==> src/rtl/mem_wb_pkg.sv <==
// Shared types for the MEM/WB pipeline register: FSM state encoding and
// occupancy counter width.
package mem_wb_pkg;

  typedef enum logic [1:0] {
    EMPTY = 2'd0,
    ONE   = 2'd1,
    FULL  = 2'd2
  } wb_state_e;

  localparam int unsigned COUNT_W = 2;

endpackage

==> src/rtl/mem_wb_pipe.sv <==
// MEM/WB pipeline stage as a 2-entry skid buffer: head drives the WB outputs
// and the forwarding port, skid absorbs one entry so in_ready can be registered.
module mem_wb_pipe
  import mem_wb_pkg::*;
#(
  parameter int DATA_W = 16,
  parameter int REG_W  = 5,
  parameter int QTR_W  = 2
) (
  input  logic               clk,
  input  logic               rst,
  input  logic               flush,
  input  logic               in_valid,
  output logic               in_ready,
  input  logic               in_write,
  input  logic [QTR_W-1:0]   in_quarter,
  input  logic [REG_W-1:0]   in_write_reg,
  input  logic [DATA_W-1:0]  in_write_data,
  output logic               out_valid,
  input  logic               out_ready,
  output logic               out_write,
  output logic [QTR_W-1:0]   out_quarter,
  output logic [REG_W-1:0]   out_write_reg,
  output logic [DATA_W-1:0]  out_write_data,
  output logic               fwd_hit,
  output logic [REG_W-1:0]   fwd_reg,
  output logic [DATA_W-1:0]  fwd_data,
  output logic [COUNT_W-1:0] count
);

  typedef struct packed {
    logic              write;
    logic [QTR_W-1:0]  quarter;
    logic [REG_W-1:0]  write_reg;
    logic [DATA_W-1:0] write_data;
  } payload_t;

  wb_state_e state_q, state_d;
  payload_t  head_q, head_d;
  payload_t  skid_q, skid_d;
  logic      in_ready_q, in_ready_d;
  payload_t  in_entry;
  logic      in_fire, out_fire;

  assign in_entry = '{write:      in_write,
                      quarter:    in_quarter,
                      write_reg:  in_write_reg,
                      write_data: in_write_data};

  assign in_fire  = in_valid && in_ready_q;
  assign out_fire = (state_q != EMPTY) && out_ready;

  always_ff @(posedge clk or posedge rst) begin
    if (rst) begin
      state_q    <= EMPTY;
      in_ready_q <= 1'b0;
      head_q     <= '0;
      skid_q     <= '0;
    end else begin
      state_q    <= state_d;
      in_ready_q <= in_ready_d;
      head_q     <= head_d;
      skid_q     <= skid_d;
    end
  end

  // Flush only clears the occupancy; payload registers keep their contents.
  always_comb begin
    state_d = state_q;
    head_d  = head_q;
    skid_d  = skid_q;
    if (flush) begin
      state_d = EMPTY;
    end else begin
      unique case (state_q)
        EMPTY: begin
          if (in_fire) begin
            head_d  = in_entry;
            state_d = ONE;
          end
        end
        ONE: begin
          if (in_fire && !out_fire) begin
            skid_d  = in_entry;
            state_d = FULL;
          end else if (in_fire && out_fire) begin
            head_d  = in_entry;
          end else if (out_fire) begin
            state_d = EMPTY;
          end
        end
        FULL: begin
          if (out_fire) begin
            head_d  = skid_q;
            state_d = ONE;
          end
        end
        default: state_d = EMPTY;
      endcase
    end
    in_ready_d = (state_d != FULL);
  end

  always_comb begin
    out_valid      = (state_q != EMPTY);
    in_ready       = in_ready_q;
    out_write      = head_q.write;
    out_quarter    = head_q.quarter;
    out_write_reg  = head_q.write_reg;
    out_write_data = head_q.write_data;
    fwd_hit        = out_valid && head_q.write && (head_q.write_reg != '0);
    fwd_reg        = fwd_hit ? head_q.write_reg  : '0;
    fwd_data       = fwd_hit ? head_q.write_data : '0;
    count          = '0;
    unique case (state_q)
      ONE:     count = COUNT_W'(1);
      FULL:    count = COUNT_W'(2);
      default: count = '0;
    endcase
  end

endmodule
==> config.mk <==
export PLATFORM = sky130hd
export DESIGN_NAME = mem_wb_pipe
export DESIGN_NICKNAME = d
export VERILOG_FILES = /design/src/rtl/mem_wb_pkg.sv /design/src/rtl/mem_wb_pipe.sv
export SDC_FILE = /design/constraint.sdc
export NUM_CORES = 1
export LEC_CHECK = 0
export CAP_MARGIN = 0
export CORE_MARGIN = 1.5
export CORE_UTILIZATION = 40
export DETAILED_ROUTE_END_ITERATION = 8
export GPL_TIMING_DRIVEN = 0
export PLACE_DENSITY = 0.7
export SLEW_MARGIN = 0
export SYNTH_ARGS = -nofsm -noshare
export SYNTH_HDL_FRONTEND = slang
export SYNTH_SLANG_ARGS = --single-unit
==> constraint.sdc <==
create_clock -name clk -period 1.7 [get_ports clk]
set_input_delay 0.17 -clock clk [delete_from_list [all_inputs] [get_ports clk]]
set_output_delay 0.17 -clock clk [all_outputs]
set_load 0.1 [all_outputs]
==> out/results.txt, run 1 <==
The first detailed-routing pass took 4 iterations. The die area is 6560 um^2. The routed design uses 255 um of met3 wire. The tools report the number of global-route vias before repair as 1971. Clock-pin slew was measured on the worst setup and hold paths at 0.09 ns. The worst hold path belongs to the class input pin to asynchronous set/reset pin. The tools report the count of antenna-violating nets left after detailed routing as 0. The checks that failed: negative setup slack. The number of register bits inferred by synthesis works out to 51. The tools report the max-cap violation count as 0.

The number of cells produced by synthesis came out at 200. Data arrives at the worst endpoint at 2.03 ns. The tools report the slack of the worst reg-to-reg path as -0.25 ns.

79 I/O pins were placed. Sequential elements use 52.5% of the synthesized area. The overall routed net length came out at 6.42 mm. During placement, the flow inserted port buffers numbering 78.

For the worst-skew pair, the clock arrives at the later sink with an insertion delay of 0.30 ns. The number of clock buffers inserted by TritonCTS came out at 5. Signal routing reaches up to met4. The setup path with the least slack is of type register to primary output. Summed over all layers, the global routing overflow is 0. At the end of routability-driven placement, the weighted congestion stood at 0.730. For the half-perimeter wire length of the detailed placement result, the log shows 4.00 mm. The most instantiated library cell after synthesis is sky130_fd_sc_hd__dfrtp_1. The die boundary height came out at 81.0 um. The worst path uses 129% of the clock period. After synthesis, the largest area contributor takes up 52.5% of total cell area.

The post-synthesis async set-or-reset flop share is 100%. Yosys printed 0 warnings. The finished layout holds 388 standard cells, fillers aside. In this run the standard cell core region covers 5890 um^2. The number of slew-limit violations in the final report was 0.

Yosys attributes the largest share of cell area to sky130_fd_sc_hd__dfrtp_1 52%, sky130_fd_sc_hd__mux2_4 12%, sky130_fd_sc_hd__mux2i_1 10%, sky130_fd_sc_hd__and2_1 4.1%, sky130_fd_sc_hd__nand2_1 4.0%. The final hold slack was 0.205 ns. The clock tree synthesis step divided the H-tree into 2 levels.

For this block, wires on met1 add up to 2.71 mm. The average routed wire per standard cell is 16.5 um. The starting density of the core is 41.3%, and the layout overhead on the synthesized area is 68.3%. The worst register-to-register path ends at out_write_data[5]$_DFFE_PP0P_. The run gives 0 as the post-route DRC violation count. The relative slew slack was 63.4%. The tree built by TritonCTS fans out to 51 sinks.

The longest clock path from root to sink contains 2 buffers. Dividing the detail-routed via count by the number of cells gives 4.95. Wire segments on met2 add up to 3.38 mm in the final route. Timing would allow up to 0.455 GHz. The post-synthesis net count was 229.

Entering global routing, the biggest net connects 31 pins. The cell taking the most area after synthesis was sky130_fd_sc_hd__dfrtp_1. The number of hold violations in the final report came out at 0. STA classifies the critical path startpoint as a register. The run finished, with violations left. TritonCTS built the clock tree. Each instance of the synthesized netlist takes up on average 12.2 um^2. In this run, placement finished with an instance count of 354.

Leading register cell type out of synthesis: sky130_fd_sc_hd__dfrtp_1. The number of cells traversed by the worst register-to-register path is 9, and the power density normalized to cell area is 1120 nW/um^2. Along the worst path, the maximum fanout reaches 10. The pre-CTS setup slack is -1.01 ns, and the area of the mapped netlist is 2430 um^2. The first-pass GRT wire length is 10.1 mm, and the final number of setup-violating endpoints is 68.

Across the routed clock network, the largest skew measured is 0.00278 ns. The critical register-to-register path startpoint was state_q[0]$_DFF_PP0_. The worst path needs 2.20 ns of the cycle, external delays included. IR analysis of the VDD net gives a maximum drop of 712 uV. Yosys mapped the design onto 27 distinct sky130hd cell types. The count of vias placed by the detailed router was 1920; the number of flip-flops under the largest register name was 24. The initial antenna violation count was 0. By count the netlist is led by 51 x sky130_fd_sc_hd__dfrtp_1, 26 x sky130_fd_sc_hd__nand2_1, 25 x sky130_fd_sc_hd__mux2i_1, 19 x sky130_fd_sc_hd__mux2_4, 16 x sky130_fd_sc_hd__and2_1. For this design the static power due to leakage is 2.08 nW. Row generation in the floorplan step produced 28 rows. The hold-fix buffer count after cts was 0; the measured slew at the worst slew-check pin was 0.551 ns. The post-route netlist has 54.6% of its cells at a drive strength greater than 1. Setup repair after global routing could not meet its margin everywhere. The tools report the number of DRC markers after the initial detailed-route iteration as 76.

The die is 81.0 um wide. Number of enable flip-flop cells after synthesis: 0. For the global router's overall resource usage, the log shows 21.0%. The number of antenna diodes in the final layout is 0. The kind of capture point of the worst setup path is a primary output.

For this run, the post-layout net count is 341. In this run the clock root is driven by a sky130_fd_sc_hd__clkbuf_8. The logs give -0.497 ns for the worst setup slack after layout and 1.53 ns for the data required time of the critical path.
power by group:
part	internal, mW	switching, mW	total (mW)
Sequential	1.51	0.195	1.70
Combinational	0.743	1.46	2.20
Clock	0.289	0.402	0.690
Total	2.54	2.06	4.59
critical path, stage by stage (launching register included):
cell and delay, ns:
sky130_fd_sc_hd__dfrtp_2 0.41, sky130_fd_sc_hd__or4_4 0.53, sky130_fd_sc_hd__o211a_4 0.29, sky130_fd_sc_hd__clkbuf_16 0.17
sky130_fd_sc_hd__and2_4 0.16, sky130_fd_sc_hd__buf_12 0.16
logic make-up (layout without fill, tap and decap cells):
family | after synthesis | after routing | share of synthesized area (%)
AO/OA/AOI/OAI | 29 | 29 | 6.84
multiplexers | 49 | 49 | 24.3
flip-flops | 51 | 51 | 52.5
AND/OR/NAND/NOR | 55 | 55 | 12.1
buffers and inverters | 16 | 129 | 4.27
final cells by class:
cell class / instances / area (um^2)
Fill cell: 422 / 1790
Sequential cell: 51 / 1290
Timing Repair Buffer: 107 / 1270
Multi-Input combinational cell: 133 / 1160
Buffer: 11 / 178
Tap cell: 75 / 93.8
Clock buffer: 6 / 72.6
Inverter: 3 / 23.8
Clock inverter: 2 / 12.5
metal layers:
metal,GRT usage [%],up-vias
met2,36.7,52
li1,-,911
met5,0,-
met4,6.90,0
met3,3.82,7
met1,26.2,950
placed cells by master (no fill, tap or decap), drive strengths merged, types with 2 or more instances in the layout:
cell type | synthesis | layout
and2 | 16 | 16
and3 | 5 | 5
buf | 6 | 60
clkbuf | 7 | 25
clkdlybuf4s15 | 0 | 11
clkdlybuf4s50 | 0 | 28
clkinv | 0 | 2
dfrtp | 51 | 51
inv | 3 | 2
mux2 | 24 | 24
mux2i | 25 | 25
nand2 | 26 | 26
nor2b | 2 | 2
o21ai | 24 | 24
repair_timing:
item | 4_1_cts | 5_1_grt
gates resized for setup | 289 | 52
gates cloned | 2 | 3
pin swaps | 5 | 7
buffers inserted | 16 | 7
endpoints found under the hold margin | 0 | 0
endpoints found under the setup margin | 69 | 88
metrics by stage:
| step | area, um^2 | util, % | setup TNS [ns] | power, mW |
|---|---|---|---|---|
| 2_1_floorplan | 2550 | - | -12.75 | 3.26 |
| 3_3_place_gp | 3420 | 58.1 | -69.35 | 3.73 |
| 3_5_place_dp | 3440 | 58.5 | -32.12 | 3.77 |
| 4_1_cts | 3950 | 67.1 | -14.48 | 4.55 |
| 5_1_grt | 4090 | 69.6 | -21.66 | 4.82 |
| 6_report | 4090 | 69.6 | -18.09 | 4.59 |
worst max-delay path by stage:
stage	from	to	slack, ns
2_1_floorplan	out_write_reg[0]$_DFFE_PP0P_	fwd_data[10]	-0.41
3_3_place_gp	out_write_reg[0]$_DFFE_PP0P_	fwd_data[12]	-1.0
3_5_place_dp	out_write_reg[0]$_DFFE_PP0P_	fwd_data[7]	-1.01
4_1_cts	out_write_reg[0]$_DFFE_PP0P_	fwd_data[7]	-0.54
5_1_grt	out_write_reg[0]$_DFFE_PP0P_	fwd_data[9]	-0.56
6_report	out_write_reg[0]$_DFFE_PP0P_	fwd_data[9]	-0.50
(Power assumes the default switching activity.)
==> inputs of run 2 (changes only) <==
Settings changed: CORE_MARGIN 1.5 to default.
==> out/results.txt, run 2 (same netlist as run 1, synthesis figures left out) <==
The flow ran to the end, but the final reports show violations. The final reports fail on negative setup slack. The endpoint arrival time on the critical path is 2.07 ns (+0.04 ns), and the worst voltage drop across the vdd grid is 638 uV (-10%). The starting density of the core was 41.3% (unchanged); the final number of setup-violating endpoints was 66 (-2.9%).

The die boundary height is 80.0 um (-1.2%). The clock root buffer is sky130_fd_sc_hd__clkbuf_8. The worst setup path is launched from a register. Critical register-to-register path startpoint: state_q[0]$_DFF_PP0_. Power spent charging and discharging nets: 2.16 mW (+5.2%). TritonCTS built the clock tree. The logs give 392 (+1.0%) for the non-filler instance count after layout and 4240 um^2 (+3.6%) for the area of all placed cells without fillers. The number of cells in the design after placement is 354 (unchanged), and the row count is 28 (unchanged). The run gives 4.81 mW (+4.6%) as the total power consumption of the routed design.

For the fraction of power consumed by the clock network, the log shows 15.7% (+0.7 points). The tools report the core area as 5890 um^2 (unchanged). The layout overhead on the synthesized area is 74.4%, and the final cell utilization of the core is 72.1% (+2.5 points). The number of DRC markers after the initial detailed-route iteration was 116 (+53%); the average routed wire per standard cell was 18.0 um (+8.5%). The post-route minimum period was 2.24 ns (+0.0397 ns); the number of slew-limit violations in the final report was 0 (unchanged). The power density normalized to cell area was 1130 nW/um^2 (+1.0%). The logs give 1990 (+0.96%) for the number of global-route vias before repair and 345 (+1.2%) for the net count of the finished layout. Leaving out fill and tap cells, the most frequent cells in the layout are 43 x sky130_fd_sc_hd__dfrtp_1, 28 x sky130_fd_sc_hd__clkdlybuf4s50_1, 25 x sky130_fd_sc_hd__buf_12, 25 x sky130_fd_sc_hd__mux2i_1, 22 x sky130_fd_sc_hd__buf_4. For the worst setup slack after layout, the log shows -0.537 ns (-0.0397 ns). Setup repair after global routing could not meet its margin everywhere. The depth of the CTS H-tree was 2 (unchanged).

For the data required time of the critical path, the log shows 1.53 ns (about the same). Traced cell by cell, the critical path runs through or4_4 -> o211a_4 -> clkbuf_16 -> and2_4 -> buf_12. The total grt overflow is 0 (unchanged). The share of final-layout standard cells stronger than drive strength 1 was 61.8% (+7.2 points). Kind of critical path: register to primary output.

The logs give 36.2% (-0.9 points) for the part of the total power dissipated in sequential elements and -0.22 ns (+0.03 ns) for the slack of the worst reg-to-reg path. Leakage power summed over all cells: 2.14 nW (+3.1%). Library cell contributing the largest single delay on the critical path: sky130_fd_sc_hd__or4_4. The part of the total power dissipated in combinational logic was 48.1% (+0.2 points).

In this run the critical register-to-register path is captured at out_write_data[5]$_DFFE_PP0P_. The tools report the aggregate negative setup slack as -15.30 ns (+2.79 ns). The run gives 6400 um^2 (-2.5%) as the die area. Final critical-path share of the clock period: 132% (+2.3 points).

Grouping stages by cell kind, the critical path spends the most delay in simple AND/OR/NAND/NOR gates. Largest buffer count on any clock path: 2 (unchanged). The number of clock sinks was 51 (unchanged); the die outline width was 80.0 um (-1.2%). The instance area at placement is 3440 um^2 (unchanged), and the number of cells traversed by the worst register-to-register path is 8 (-1). The global router's overall resource usage was 21.9% (+0.84 points). The pin count of the biggest net entering global routing was 30 (-3.2%); the number of placed I/O pins was 79 (unchanged). The iteration count of the initial detailed-routing pass was 4 (unchanged); the peak clock frequency supported by timing was 0.447 GHz (-1.8%). The delay of the slowest cell on the worst path came out at 0.55 ns (+0.02 ns). The average via count per standard cell is 5.13 (+3.6%), and the count of antenna-violating nets left after detailed routing is 0 (unchanged). Type of the tightest min-delay check: input pin to asynchronous set/reset pin. Number of hold violations in the final report: 0 (unchanged). The number of diodes added for antenna fixing was 0 (unchanged); the weighted congestion reported at the end of routability-driven placement was 0.717 (-1.8%). The post-route DRC violation count is 0 (unchanged), and the count of port buffers added during placement is 78 (unchanged). The max-cap violation count is 0 (unchanged), and the half-perimeter wire length of the detailed placement result is 4.03 mm (+0.68%). For the count of vias placed by the detailed router, the log shows 2010 (+4.7%). The first-pass GRT wire length came out at 10.3 mm (+2.0%). The kind of capture point of the worst setup path is a primary output. For the overall routed net length, the log shows 7.04 mm (+9.6%). The critical path buffer and inverter count was 2 (unchanged); the clock input transition at the sequential cells of the worst setup and hold paths was 0.10 ns (about the same).

The number of flip-flops under the largest register name was 24 (unchanged); the initial antenna violation count was 0 (unchanged). The tools report the clock latency of the later-clocked register in the worst-skew pair as 0.31 ns (about the same). Leaving out fill and tap cells, the most frequent cell in the layout is sky130_fd_sc_hd__dfrtp_1. The post-route clock skew came out at 0.00732 ns (+0.00454 ns). The highest fanout seen on the critical path is 5 (-5). The number of clock buffers inserted by TritonCTS is 5 (unchanged). The critical path startpoint is out_write_reg[1]$_DFFE_PP0P_.

Design internal power: 2.65 mW (+4.2%). The relative slew slack is 62.8% (-0.61 points), and the switching portion of total power is 45.0% (+0.24 points). The measured slew at the worst slew-check pin was 0.560 ns (+0.00922 ns).
run 2: cell types whose count changed in the layout (fill, tap and decap cells not counted), moves of 3 or more:
cell	previous run	this run
sky130_fd_sc_hd__and2_2	6	2
sky130_fd_sc_hd__and2_4	10	14
sky130_fd_sc_hd__buf_4	16	22
sky130_fd_sc_hd__buf_6	13	10
sky130_fd_sc_hd__nand2_1	20	7
sky130_fd_sc_hd__nand2_2	5	10
sky130_fd_sc_hd__nand2_4	1	9
sky130_fd_sc_hd__o21ai_1	18	11
sky130_fd_sc_hd__o21ai_2	6	13
run 2: repair_timing:
| action | 4_1_cts | 5_1_grt |
|---|---|---|
| gates resized for setup | 290 | 86 |
| buffers inserted | 12 | 13 |
| pin swaps | 3 | 24 |
| hold endpoints to repair | 0 | 0 |
| endpoints found under the setup margin | 69 | 84 |
| cloned | 4 | 4 |
| hold buffers | 0 | 0 |
run 2: worst max path at each step:
stage / end / slack [ns] / depth (start not counted)
after CTS: fwd_data[12] / -0.54 / 5
after detailed placement: fwd_data[9] / -1.01 / 5
after global placement: fwd_data[12] / -0.99 / 5
after global routing: fwd_data[14] / -0.57 / 5
after floorplan: fwd_data[10] / -0.41 / 4
final: fwd_data[14] / -0.54 / 5
run 2: per-stage QoR:
step	setup slack, ns	hold WS (ns)
after floorplan	-0.405	0.236
after global placement	-0.995	0.476
after detailed placement	-1.01	0.488
after CTS	-0.536	0.223
after global routing	-0.567	0.232
final	-0.537	0.207
run 2: area by class of cell:
cell class,instances,area (um^2)
Fill cell,411,1640
Multi-Input combinational cell,134,1290
Sequential cell,51,1290
Timing Repair Buffer,110,1260
Buffer,11,191
Tap cell,75,93.8
Clock buffer,6,82.6
Clock inverter,2,16.3
Inverter,3,16.3
run 2: power by group through the flow:
stage | clock [mW] | sequential, mW | combinational (mW)
3_5_place_dp | 0 | 1.73 | 2.05
2_1_floorplan | 0 | 2.50 | 0.767
3_3_place_gp | 0 | 1.71 | 2.02
5_1_grt | 0.827 | 1.77 | 2.40
6_report | 0.754 | 1.74 | 2.31
4_1_cts | 0.757 | 1.71 | 2.17
run 2: layer usage:
| metal | wire (um) | track usage [%] | vias up |
|---|---|---|---|
| li1 | - | - | 926 |
| met1 | 2910 | 27.1 | 1007 |
| met2 | 3720 | 37.9 | 63 |
| met3 | 245 | 3.20 | 14 |
| met4 | 159 | 8.93 | 0 |
| met5 | 0 | 0 | - |
run 2: worst reg2reg max path: cells and delay by family, from the launching register on:
family	cells	cell delay (ns)
simple gates	2	0.19
compound gates	2	0.59
buf+inv	4	0.63
flops	1	0.41
==> inputs of run 3 (changes only) <==
Settings changed: GPL_ROUTABILITY_DRIVEN from default to 0.
==> results of run 3 <==
No change in the layout: final DEF, timing and power equal those of run 2.
==> RTL change 1, RTL diff (config.mk and constraints of run 1) <==
Re-encode `wb_state_e` (3 states) as one-hot, 3 bits wide.
--- a/src/rtl/mem_wb_pkg.sv
+++ b/src/rtl/mem_wb_pkg.sv
@@ -2,10 +2,10 @@
 // occupancy counter width.
 package mem_wb_pkg;
 
-  typedef enum logic [1:0] {
-    EMPTY = 2'd0,
-    ONE   = 2'd1,
-    FULL  = 2'd2
+  typedef enum logic [2:0] {
+    EMPTY = 3'b001,
+    ONE   = 3'b010,
+    FULL  = 3'b100
   } wb_state_e;
 
   localparam int unsigned COUNT_W = 2;
Formal check against the unedited RTL: same outputs for any inputs over 10 cycles, from zero or initial values and one cycle with rst high; not proved beyond that.
==> RTL change 1 against run 1 <==
The run still ends with setup timing left. Clock power up 5.1%. Setup slack improved by 0.14 ns. First-iteration DRC count is 49% lower. Design area grew 6.1%. Core utilization shrank 0.73 points. Total power is 14% higher. Count of clock-buffer cells in the layout up 2. Register-to-register slack about the same. Die area is 6.4% higher. Via count down 5.6%. Sequential cell count grew 1. Routed wire length shrank 1.9%. Synthesized area is 6.6% higher. Critical endpoint is now fwd_data[11]. Largest power group unchanged. Highest routed layer unchanged.
==> RTL change 1: results (changes against run 1) <==
stage;metric;value;unit;change
drt;DR pass1 iterations;4;;unchanged
grt;met2 GRT Util;0.2897;;-0.07694
grt;GRT met1 Usage;0.2547;;-0.007316
pwr;Clk pwr share;0.138;;-0.012
drt;routed vias;1813;;-5.6%
sta;clk_skew;0.003881;ns;+0.001100 ns
drt;drt wl/cell;17.12;um;+3.5%
grt;initial antenna violation count;0;;unchanged
synthesis;number of distinct library cells after synthesis;33;;+22%
synthesis;Syn Nets;212;;-7.4%
drt;wl on met1;2854;um;+5.3%
clock_tree;CTS clk-pin slew, worst paths;0.09;ns;about the same
cells_and_area;max reg flops;24;;unchanged
drt;met3 routed WL;355;um;+39%
drt;metal2 WL;3040;um;-10%
cells_and_area;Final #Nets;319;;-6.5%
place;pre-CTS WS;-1.280;ns;-0.2665 ns
critical_path;Worst setup startpoint;state_q[0];;
synthesis;asr flop ratio synth;1.000;;unchanged
synthesis;top cells by count, synth;dfrtp_1 (51), mux2_2 (49), mux2_4 (20), and2_1 (16), and3_1 (5);;
pwr;Flop pwr share;0.313;;-0.058
min_path;worst min path class;input port to async pin;;
critical_path;Crit Path Max Fanout;5;;-5
cells_and_area;fin cells;368;;-5.2%
sta;setup_tns;-12.75;ns;+5.347 ns
synthesis;Main synth FF type;dfrtp_1;;
sta;Final Hold Slack;0.1533;ns;-0.05165 ns
sta;setup ws final;-0.3546;ns;+0.1424 ns
drt;uppermost layer routed;met4;;
grt;number of global-route vias before repair;1895;;-3.9%
place;Cell Area, Placed;3707;um2;+7.7%
clock_tree;insertion delay of the later-clocked pin in the worst-skew pair;0.30;ns;about the same
pwr;Max VDD drop;860.8;uV;+21%
synthesis;synthesis warning total;0;;unchanged
synthesis;Synth area leaders;dfrtp_1 (49%), mux2_2 (21%), mux2_4 (12%), and2_1 (3.9%), buf_6 (1.7%);;
pwr;internal power;2.744;mW;+8.1%
place;Post-DP HPWL;3942;um;-1.5%
pwr;Sw Ratio;0.4763;;+0.02899
sta;final setup fails;69;;+1.5%
clock_tree;H-tree depth;2;;unchanged
clock_tree;maximum buffer depth of the clock tree;2;;unchanged
grt;grt met3 use;0.04748;;+0.009275
sta;Slew Limit Fails;0;;unchanged
run_status;failing checks;setup timing;;
pwr;leakage dissipation;2.047;nW;-1.5%
place;Port Buffers;78;;unchanged
synthesis;Mapped Cells;183;;-8.5%
grt;first-pass GRT wire length;9963;um;-1.4%
place;DP Cell Count;339;;-4.2%
grt;total track usage;0.1825;;-0.02768
cells_and_area;fillers;465;;+10%
run_status;status;finished with violations;;
drt;DRT iter0 DRCs;39;;-49%
synthesis;sequential share of the synthesized area;0.5022;;-0.02252
grt;largest net degree at the start of global routing;38;;+23%
cells_and_area;layout cells sized above 1;0.6804;;+0.1341
place;GPL Wtd Cong;0.7234;;-0.94%
sta;Least-Margin Pin Slew;0.9559;ns;+0.4046 ns
critical_path;Max stage delay cell, worst path;dfstp_2;;
[RTL change 1: cell types whose count changed after synthesis, moves of 3 or more]
cell / change
clkbuf_1: -6
nand3_1: +3
mux2_2: +44
mux2_1: +3
o21ai_0: -14
nand2_1: -24
mux2i_1: -25
o21ai_1: -9
buf_6: +3
[RTL change 1: what timing repair did]
action,CTS,global route
pin swaps,2,2
endpoints found under the setup margin,70,77
endpoints found under the hold margin,0,0
resized for setup,294,22
cloned,3,2
buffers inserted,11,6
[RTL change 1: cell type report]
| type | instances | area [um2] | area share |
|---|---|---|---|
| sequential | 52 | 1313 | 0.3020 |
| multi-input combinational | 120 | 1404 | 0.3231 |
| timing repair buffer | 101 | 1300 | 0.2992 |
| inverter | 2 | 7.507 | 0.001728 |
| buffer | 8 | 135.1 | 0.03110 |
| clock buffer | 8 | 90.09 | 0.02073 |
| tap | 77 | 96.34 | 0.02217 |
[RTL change 1: cell families (layout without fill, tap and decap cells)]
family,Yosys count,in the layout,synth area share
XOR/XNOR,1,1,0.003377
multiplexers,72,72,0.3415
buffers and inverters,11,119,0.03039
AND/OR/NAND/NOR,41,41,0.1076
flip-flops,52,52,0.5022
AO/OA/AOI/OAI,6,6,0.01496
[RTL change 1: final timing paths]
path | depth (start not counted) | slack, ns | end
hold / removal | 2 | 0.15 | out_write_data[8]
setup / recovery | 6 | -0.35 | fwd_data[11]
max in group asynchronous | 3 | 0.97 | state_q[0]
hold reg to reg | 1 | 0.51 | skid_q[16]
min in group clk | 2 | 0.50 | skid_q[3]
setup reg to reg | 7 | -0.25 | out_write_data[8]
[RTL change 1: worst max-delay path: cells and delay by family, from the launching register on]
family,cells,cell delay [ns]
AND/OR/NAND/NOR,3,0.65
flip-flops,1,0.53
AO/OA/AOI/OAI,1,0.06
buffers and inverters,2,0.34
==> RTL change 2, RTL diff (config.mk and constraints of run 1) <==
Without the edit above. The package constant `COUNT_W` goes from 2 to 3.
--- a/src/rtl/mem_wb_pkg.sv
+++ b/src/rtl/mem_wb_pkg.sv
@@ -8,7 +8,7 @@
     FULL  = 2'd2
   } wb_state_e;
 
-  localparam int unsigned COUNT_W = 2;
+  localparam int unsigned COUNT_W = 3;
 
 endpackage
 
Ports: changed (resized count); port bits go from 79 to 80. The function was not compared with the original's and may differ.
==> RTL change 2 against run 1 <==
The run still ends with setup timing left. Design area increased by 2.0%. Setup slack gained 0.011 ns. Routed wire length decreased by 2.6%. Total power increased by 4.6%. Sequential share of layout area decreased by 0.61 points. Sequential cell count unchanged. Cell count increased by 1.5%. First-iteration DRC count is 57% higher. Synthesized area is 0.46% higher. Highest routed layer unchanged.
==> RTL change 2: results (changes against run 1) <==
stage;metric;value;unit;change
cells_and_area;layout cells sized above 1;0.6113;;+0.06496
synthesis;Syn Nets;231;;+0.87%
sta;final setup fails;68;;unchanged
synthesis;Synth area leaders;dfrtp_1 (52%), mux2_4 (12%), mux2i_1 (10%), and2_1 (4.1%), nand2_1 (4.0%);;
place;Post-DP HPWL;3935;um;-1.7%
grt;total track usage;0.1914;;-0.01876
run_status;failing checks;setup timing;;
drt;final WL;6251;um;-2.6%
pwr;Max VDD drop;716.7;uV;+0.71%
sta;setup ws final;-0.4857;ns;+0.01130 ns
synthesis;multiplexer share of the synthesized area;0.2422;;-0.001121
sta;clk_skew;0.01143;ns;+0.008653 ns
cells_and_area;fillers;425;;+0.71%
drt;DR vias/cell;4.962;;+0.27%
sta;Worst slew margin;0.3702;;-0.2640
flow_run;Max-Cap Viols;0;;unchanged
synthesis;sequential share of the synthesized area;0.5223;;-0.002418
grt;largest net degree at the start of global routing;41;;+32%
pwr;leakage dissipation;2.094;nW;+0.76%
clock_tree;H-tree depth;2;;unchanged
run_status;status;finished with violations;;
place;Port Buffers;78;;unchanged
critical_path;worst reg2reg path startpoint;state_q[0];;
grt;first-pass GRT wire length;9453;um;-6.4%
min_path;worst min path class;input port to async pin;;
synthesis;Synth Area in Compound Gates;0.06810;;-0.0003153
critical_path;Crit Path Max Fanout;10;;unchanged
place;GPL Wtd Cong;0.7496;;+2.6%
synthesis;Synth Area in Adders;0;;unchanged
cells_and_area;Final #Nets;347;;+1.8%
critical_path;WP data arrival;2.02;ns;
synthesis;number of distinct library cells after synthesis;29;;+7.4%
drt;DRT iter0 DRCs;119;;+57%
grt;number of global-route vias before repair;1883;;-4.5%
critical_path;CP max stage delay;0.53;ns;about the same
drt;DR pass1 iterations;4;;unchanged
[RTL change 2: what timing repair did]
action,4_1_cts,5_1_grt
buffers inserted,7,22
hold buffers,0,0
endpoints found under the setup margin,69,83
gates cloned,0,2
pin swaps,4,16
resized for setup,279,69
endpoints found under the hold margin,0,0
[RTL change 2: layout make-up]
class	count	share of cell area
buffer	13	0.04255
clock buffer	5	0.01648
clock inverter	3	0.01049
inverter	3	0.005694
multi-input combinational	134	0.2940
sequential	51	0.3081
tap	75	0.02248
timing repair buffer	110	0.3003
[RTL change 2: cell families (layout without fill, tap and decap cells)]
group,after synthesis,count (layout)
compound gates,29,29
buf+inv,17,134
flops,51,51
mux,49,49
other cells,1,1
simple gates,55,55
[RTL change 2: path summary, 6_finish.rpt]
path                            cells after the start          endpoint  slack [ns]
min in group clk                                    2    out_quarter[1]        0.50
worst min-delay path                                2        state_q[0]        0.12
worst max-delay path                                5      fwd_data[13]       -0.49
worst max register to register                      7        skid_q[14]       -0.27
max in group asynchronous                           3  out_write_reg[2]        1.08
worst min register to register                      2    out_quarter[1]        0.50
[RTL change 2: metrics by stage]
stage | std cells | setup slack (ns) | instance area, um2 | power (mW) | TNS [ns]
6_report | 394 | -0.4857 | 4175 | 4.806 | -16.04
5_1_grt | 394 | -0.5413 | 4175 | 5.001 | -19.75
4_1_cts | 370 | -0.5200 | 3832 | 4.688 | -9.827
3_5_place_dp | 356 | -1.008 | 3453 | 3.784 | -32.39
3_3_place_gp | 355 | -1.008 | 3433 | 3.744 | -69.10
2_1_floorplan | 202 | -0.4052 | 2559 | 3.276 | -12.75
[RTL change 2: metal layers]
metal / global-route usage / up-vias / wire length [um]
li1: - / 932 / -
met1: 0.2555 / 964 / 2764
met2: 0.3225 / 55 / 3201
met3: 0.03371 / 4 / 231
met4: 0.04655 / 0 / 54
met5: 0 / - / 0
[RTL change 2: worst reg2reg max path: cells and delay by family, from the launching register on]
kind          cells  cell delay [ns]
buf+inv           4             0.52
simple gates      2             0.65
mux               1             0.30
flops             1             0.40
[RTL change 2: power breakdown]
group / switching [mW] / internal (mW) / total [mW]
registers: 0.211 / 1.51 / 1.72
logic: 1.47 / 0.756 / 2.23
clock network: 0.421 / 0.439 / 0.860
total: 2.10 / 2.70 / 4.81
